$ cat src/rtl/cnn_pkg.sv
// Shared CNN datapath definitions: default widths, pixel type and signed maximum helper.
// Used by maxpool_stream (optional feature macro: MAXPOOL_RELU_EN).
package cnn_pkg;

    localparam int DEFAULT_DATA_WIDTH = 16;
    localparam int DEFAULT_POOL       = 2;
    localparam int MAX_DATA_WIDTH     = 64;

    typedef logic signed [DEFAULT_DATA_WIDTH-1:0] pixel_t;
    typedef logic signed [MAX_DATA_WIDTH-1:0]     wide_t;

    // Operands arrive sign-extended to the widest supported pixel; a tie keeps 'stored'.
    function automatic wide_t signedMax(input wide_t stored, input wide_t incoming);
        return (incoming > stored) ? incoming : stored;
    endfunction

endpackage

$ cat src/rtl/pool_line_buf.sv
// Partial-max line store for maxpool_stream: one combinational read and one write
// at the same address per cycle; contents are not reset.
module pool_line_buf #(
    parameter int DEPTH  = 12,
    parameter int WIDTH  = 16,
    localparam int ADDR_W = (DEPTH > 1) ? $clog2(DEPTH) : 1
) (
    input  logic              clk,
    input  logic              i_we,
    input  logic [ADDR_W-1:0] i_addr,
    input  logic [WIDTH-1:0]  i_wdata,
    output logic [WIDTH-1:0]  o_rdata
);

    logic [WIDTH-1:0] r_mem [DEPTH];

    always_ff @(posedge clk) begin
        if (i_we) begin
            r_mem[i_addr] <= i_wdata;
        end
    end

    assign o_rdata = r_mem[i_addr];

endmodule

$ cat src/rtl/maxpool_stream.sv
// Streaming non-overlapping POOLxPOOL signed max-pooling over a row-major feature map.
// Define MAXPOOL_RELU_EN to clamp negative pooled results to zero at the output.
module maxpool_stream
    import cnn_pkg::*;
#(
    parameter int DATA_WIDTH = DEFAULT_DATA_WIDTH,
    parameter int POOL       = DEFAULT_POOL,
    parameter int MAP_W      = 24,
    parameter int MAP_H      = 24
) (
    input  logic                  clk,
    input  logic                  master_rst_n,
    input  logic                  frame_clr,
    input  logic [DATA_WIDTH-1:0] in_data,
    input  logic                  in_valid,
    output logic                  in_ready,
    output logic [DATA_WIDTH-1:0] out_data,
    output logic                  out_valid,
    input  logic                  out_ready,
    output logic                  out_last
);

    localparam int SLOTS  = MAP_W / POOL;
    localparam int COL_W  = (MAP_W > 1) ? $clog2(MAP_W) : 1;
    localparam int ROW_W  = (MAP_H > 1) ? $clog2(MAP_H) : 1;
    localparam int PH_W   = $clog2(POOL);
    localparam int SLOT_W = (SLOTS > 1) ? $clog2(SLOTS) : 1;

    if ((MAP_W % POOL) != 0 || (MAP_H % POOL) != 0 || POOL < 2 ||
        DATA_WIDTH > MAX_DATA_WIDTH) begin : g_badConfig
        $error("maxpool_stream: MAP_W and MAP_H must be multiples of POOL, POOL >= 2");
    end

    logic [COL_W-1:0]      r_col;
    logic [ROW_W-1:0]      r_row;
    logic [PH_W-1:0]       r_colPhase;
    logic [PH_W-1:0]       r_rowPhase;
    logic [SLOT_W-1:0]     r_slot;
    logic [DATA_WIDTH-1:0] r_outData;
    logic                  r_outValid;
    logic                  r_outLast;

    logic                  w_accept;
    logic                  w_colEnd;
    logic                  w_rowEnd;
    logic                  w_firstInWindow;
    logic                  w_windowDone;
    logic                  w_frameDone;
    logic [DATA_WIDTH-1:0] w_slotData;
    logic [DATA_WIDTH-1:0] w_max;
    logic [DATA_WIDTH-1:0] w_bufWrite;
    logic [DATA_WIDTH-1:0] w_result;

    assign in_ready        = (!r_outValid || out_ready) && !frame_clr;
    assign w_accept        = in_valid && in_ready;
    assign w_colEnd        = (r_col == COL_W'(MAP_W - 1));
    assign w_rowEnd        = (r_row == ROW_W'(MAP_H - 1));
    assign w_firstInWindow = (r_colPhase == '0) && (r_rowPhase == '0);
    assign w_windowDone    = (r_colPhase == PH_W'(POOL - 1)) && (r_rowPhase == PH_W'(POOL - 1));
    assign w_frameDone     = w_colEnd && w_rowEnd;

    assign w_max = DATA_WIDTH'(signedMax(MAX_DATA_WIDTH'(signed'(w_slotData)),
                                         MAX_DATA_WIDTH'(signed'(in_data))));
    assign w_bufWrite = w_firstInWindow ? in_data : w_max;

`ifdef MAXPOOL_RELU_EN
    assign w_result = w_max[DATA_WIDTH-1] ? '0 : w_max;
`else
    assign w_result = w_max;
`endif

    pool_line_buf #(
        .DEPTH (SLOTS),
        .WIDTH (DATA_WIDTH)
    ) u_lineBuf (
        .clk     (clk),
        .i_we    (w_accept),
        .i_addr  (r_slot),
        .i_wdata (w_bufWrite),
        .o_rdata (w_slotData)
    );

    // Phase counters track position inside the window so no divide/modulo is needed.
    always_ff @(posedge clk or negedge master_rst_n) begin
        if (!master_rst_n) begin
            r_col      <= '0;
            r_row      <= '0;
            r_colPhase <= '0;
            r_rowPhase <= '0;
            r_slot     <= '0;
        end else if (frame_clr) begin
            r_col      <= '0;
            r_row      <= '0;
            r_colPhase <= '0;
            r_rowPhase <= '0;
            r_slot     <= '0;
        end else if (w_accept) begin
            if (w_colEnd) begin
                r_col      <= '0;
                r_colPhase <= '0;
                r_slot     <= '0;
                if (w_rowEnd) begin
                    r_row      <= '0;
                    r_rowPhase <= '0;
                end else begin
                    r_row      <= r_row + 1'b1;
                    r_rowPhase <= (r_rowPhase == PH_W'(POOL - 1)) ? '0 : r_rowPhase + 1'b1;
                end
            end else begin
                r_col <= r_col + 1'b1;
                if (r_colPhase == PH_W'(POOL - 1)) begin
                    r_colPhase <= '0;
                    r_slot     <= r_slot + 1'b1;
                end else begin
                    r_colPhase <= r_colPhase + 1'b1;
                end
            end
        end
    end

    // A window completing on the same edge as an output transfer keeps out_valid high.
    always_ff @(posedge clk or negedge master_rst_n) begin
        if (!master_rst_n) begin
            r_outValid <= 1'b0;
            r_outLast  <= 1'b0;
            r_outData  <= '0;
        end else if (frame_clr) begin
            r_outValid <= 1'b0;
            r_outLast  <= 1'b0;
        end else if (w_accept && w_windowDone) begin
            r_outValid <= 1'b1;
            r_outLast  <= w_frameDone;
            r_outData  <= w_result;
        end else if (r_outValid && out_ready) begin
            r_outValid <= 1'b0;
            r_outLast  <= 1'b0;
        end
    end

    assign out_data  = r_outData;
    assign out_valid = r_outValid;
    assign out_last  = r_outLast;

endmodule

$ cat config.mk
export PLATFORM = sky130hd
export DESIGN_NAME = maxpool_stream
export DESIGN_NICKNAME = d
export VERILOG_FILES = /design/src/rtl/cnn_pkg.sv /design/src/rtl/pool_line_buf.sv /design/src/rtl/maxpool_stream.sv
export SDC_FILE = /design/constraint.sdc
export NUM_CORES = 1
export LEC_CHECK = 0
export CAP_MARGIN = 20
export CELL_PAD_IN_SITES_DETAIL_PLACEMENT = 0
export CELL_PAD_IN_SITES_GLOBAL_PLACEMENT = 1
export CORE_ASPECT_RATIO = 0.9
export CORE_MARGIN = 2
export CORE_UTILIZATION = 45
export DETAILED_ROUTE_END_ITERATION = 8
export HOLD_SLACK_MARGIN = 0.1
export PLACE_DENSITY = 0.81
export SYNTH_ARGS = -nofsm -noshare
export SYNTH_HDL_FRONTEND = slang
export SYNTH_SLANG_ARGS = --single-unit
$ cat constraint.sdc
create_clock -name clk -period 4.6 [get_ports clk]
set_input_delay 0.69 -clock clk [delete_from_list [all_inputs] [get_ports clk]]
set_output_delay 0.69 -clock clk [all_outputs]
set_load 0.01 [all_outputs]
==> impl_results.md <==
- Clk root buf: clkbuf_16
- CTS sink cnt: 226
- Max-slew violation count: 0
- Clock buffer depth: 3
- Max cap viols: 0
- Largest net degree at the start of global routing: 35
- CTS resizes: 0
- Worst skew pair latency: 0.50 ns
- Commonest non-fill, non-tap cell in the layout: edfxtp_1
- Initial DRT Pass Iterations: 5
- Worst reg2reg path startpoint: r_slot[0]$_DFFE_PN0P_
- I/O Buffers: 39
- R2R setup slack: 0.55 ns
- Final hold viol count: 0
- Max Clk Rate: 247 MHz
- WL final: 21500 um
- Grt total ovfl: 0
- Worst setup endpoint: u_lineBuf.r_mem[0][15]$_DFFE_PP_
- Most frequent cells in the layout: 192 x edfxtp_1, 48 x mux4_2, 43 x o21ai_0, 39 x nand2_1, 39 x clkdlybuf4s50_1
- FF-to-FF path depth: 13
- Yosys cell types: 44
- DIE WIDTH: 159 um
- #FFs+latches synth: 226
- Setup TNS: 0 ns
- RD Place Congestion: 0.862
- Worst path arrival time: 4.26 ns
- First-pass GRT wire length: 32600 um
- CTS H-tree depth: 1
- CP Capture Type: flip-flop
- Antenna violations before repair: 0
- Cell count after synthesis: 595
- Time the worst path needs with I/O delays and setup: 4.05 ns
- Die area: 22800 um^2
- CP Class: reg -> reg
- Post-CTS setup repair buffer count: 0
- Ys Warns: 0
- CTS tree: done
- Worst setup SP type: flip-flop
- All-Layer GR Usage: 19.0%
- Hold Buf Count CTS: 0
- EDFF count, synth: 192
- Fin crit share: 88.0%
- Via count: 5489
- RSZ-0062 raised after global routing: no
- Area growth from synthesis to layout: 15.4%
- Starting DRT DRC Count: 418
- Core Box Area: 21400 um^2
- Wire per inst: 22.4 um
- Initial Utilization: 45.4%
- CP max FO: 34
- Least-Margin Pin Slew: 1.10 ns
- Post-Syn Area: 9730 um^2
- Fin area: 11200 um^2
- Seq/Total Area, Yosys: 68.0%
- Ant. Diodes: 0
- Cell area power density: 378 nW/um^2
- Ports: 40
- Clock transition at the registers of the reported paths: 0.06 ns
- Critical Path Source: r_slot[0]$_DFFE_PN0P_
- Mean Syn Cell Area: 16.4 um^2
- Placed cell area: 10600 um^2
- Post-DP HPWL: 13300 um
- Outcome: finished clean
- TritonCTS Buffers: 22
- Final Setup Violations: 0
- Layout Nets: 697
- Slew headroom: 26.7%
- Peak supply drop: 253 uV
- Leakage: 3.80 nW
- Async SR Flop Fraction: 15.0%
- R2R Path End: u_lineBuf.r_mem[0][15]$_DFFE_PP_
- Core Util, Final: 52.4%
- Dominant synthesized flop cell: edfxtp_1
- Layout cells sized above 1: 19.1%
- Clock Skew: 0.0113 ns
- Row cnt: 51
- Worst Hold Class: reg -> reg
- Post-route ant nets: 0
- Vias/cell: 5.72
- CP required: 4.82 ns
- Die Y: 144 um
- Residual DRC: 0
- Vias in the first global route: 5390
- Syn Nets: 638
[cells in the mapped netlist (2+ instances only)]
cell      number  share of area, %
nor3_1         3              0.15
nand2_1       39               1.5
o21ai_0       43               2.2
dfrtp_1       34               8.7
and3_1         8              0.51
nor3b_1        4              0.31
nand3_1       10              0.51
mux2_2         7              0.81
xor2_1         2              0.18
nand4_1        3              0.19
buf_4          2              0.15
a31oi_1       16               1.0
clkbuf_1      18              0.69
and2_1         9              0.58
buf_2          9              0.46
ha_1          22               2.8
mux2_4        10               1.5
inv_1         21              0.81
mux4_2        48                11
a21oi_1       29               1.5
nor2_1        26               1.0
nand2b_1       4              0.26
mux2i_1       16               1.6
edfxtp_1     192                59
[area by class of cell]
| class | count | area, um^2 |
|---|---|---|
| Clock buffer | 31 | 606 |
| Clock inverter | 8 | 37.5 |
| Fill cell | 1734 | 10200 |
| Inverter | 21 | 78.8 |
| Multi-Input combinational cell | 316 | 2870 |
| Sequential cell | 226 | 6620 |
| Tap cell | 291 | 364 |
| Timing Repair Buffer | 67 | 651 |
[stage by stage]
step | power (mW) | setup slack [ns] | hold slack (ns) | std cells
3_3_place_gp | 2.65 | 0.699 | 0.508 | 921
4_1_cts | 4.28 | 0.532 | 0.531 | 960
2_1_floorplan | 2.54 | 1.04 | 0.394 | 595
6_report | 4.25 | 0.553 | 0.534 | 960
5_1_grt | 4.39 | 0.275 | 0.553 | 960
3_5_place_dp | 2.66 | 0.544 | 0.520 | 921
[flip-flops by register name (all words and copies together) (netlist names)]
name	count
out_data	16
out_last	1
r_row	5
r_col	5
r_rowPhase	1
u_lineBuf.r_mem	192
out_valid	1
r_slot	4
r_colPhase	1
[report_power, final]
group	switching, mW	total, mW	internal, mW
Combinational	0.199	0.343	0.145
Clock	0.712	1.63	0.915
Sequential	0.0122	2.28	2.27
[layer usage]
| metal | vias to the layer above | part of all wire (%) | track usage [%] |
|---|---|---|---|
| met3 | 27 | 8.8 | 4.39 |
| met5 | - | 0 | 0 |
| met2 | 247 | 46 | 30.0 |
| li1 | 2437 | - | - |
| met1 | 2778 | 44 | 27.2 |
| met4 | 0 | 1.6 | 4.59 |
[cell families after synthesis]
| family | synth area share [%] |
|---|---|
| xor+xnor | 0.180 |
| fa+ha+maj | 2.83 |
| simple gates | 5.94 |
| mux | 15.1 |
| compound gates | 5.48 |
| flops | 68.0 |
| buf+inv | 2.48 |
[critical path, stage by stage (launching register included)]
cell	delay (ns)
dfrtp_2	0.61
buf_12	0.33
mux4_2	0.54
mux2i_1	0.18
o21ai_0	0.21
inv_1	0.13
ha_1	0.25
a211oi_1	0.23
nor2_1	0.08
o21bai_1	0.20
nand3_2	0.13
a21oi_4	0.20
buf_12	0.20
mux2_2	0.45
[worst min path at each step]
stage | from | to | slack (ns) | cells past startpoint
after floorplan | master_rst_n | out_data[0]$_DFFE_PN0P_ | 0.39 | 0
after global placement | r_col[0]$_DFFE_PN0P_ | r_col[0]$_DFFE_PN0P_ | 0.51 | 1
after detailed placement | out_data[12]$_DFFE_PN0P_ | out_data[12]$_DFFE_PN0P_ | 0.52 | 2
after CTS | r_col[0]$_DFFE_PN0P_ | r_col[0]$_DFFE_PN0P_ | 0.53 | 1
after global routing | r_col[0]$_DFFE_PN0P_ | r_col[0]$_DFFE_PN0P_ | 0.55 | 1
final | r_col[0]$_DFFE_PN0P_ | r_col[0]$_DFFE_PN0P_ | 0.53 | 1
Note: power is estimated with default switching activity, not from simulation.
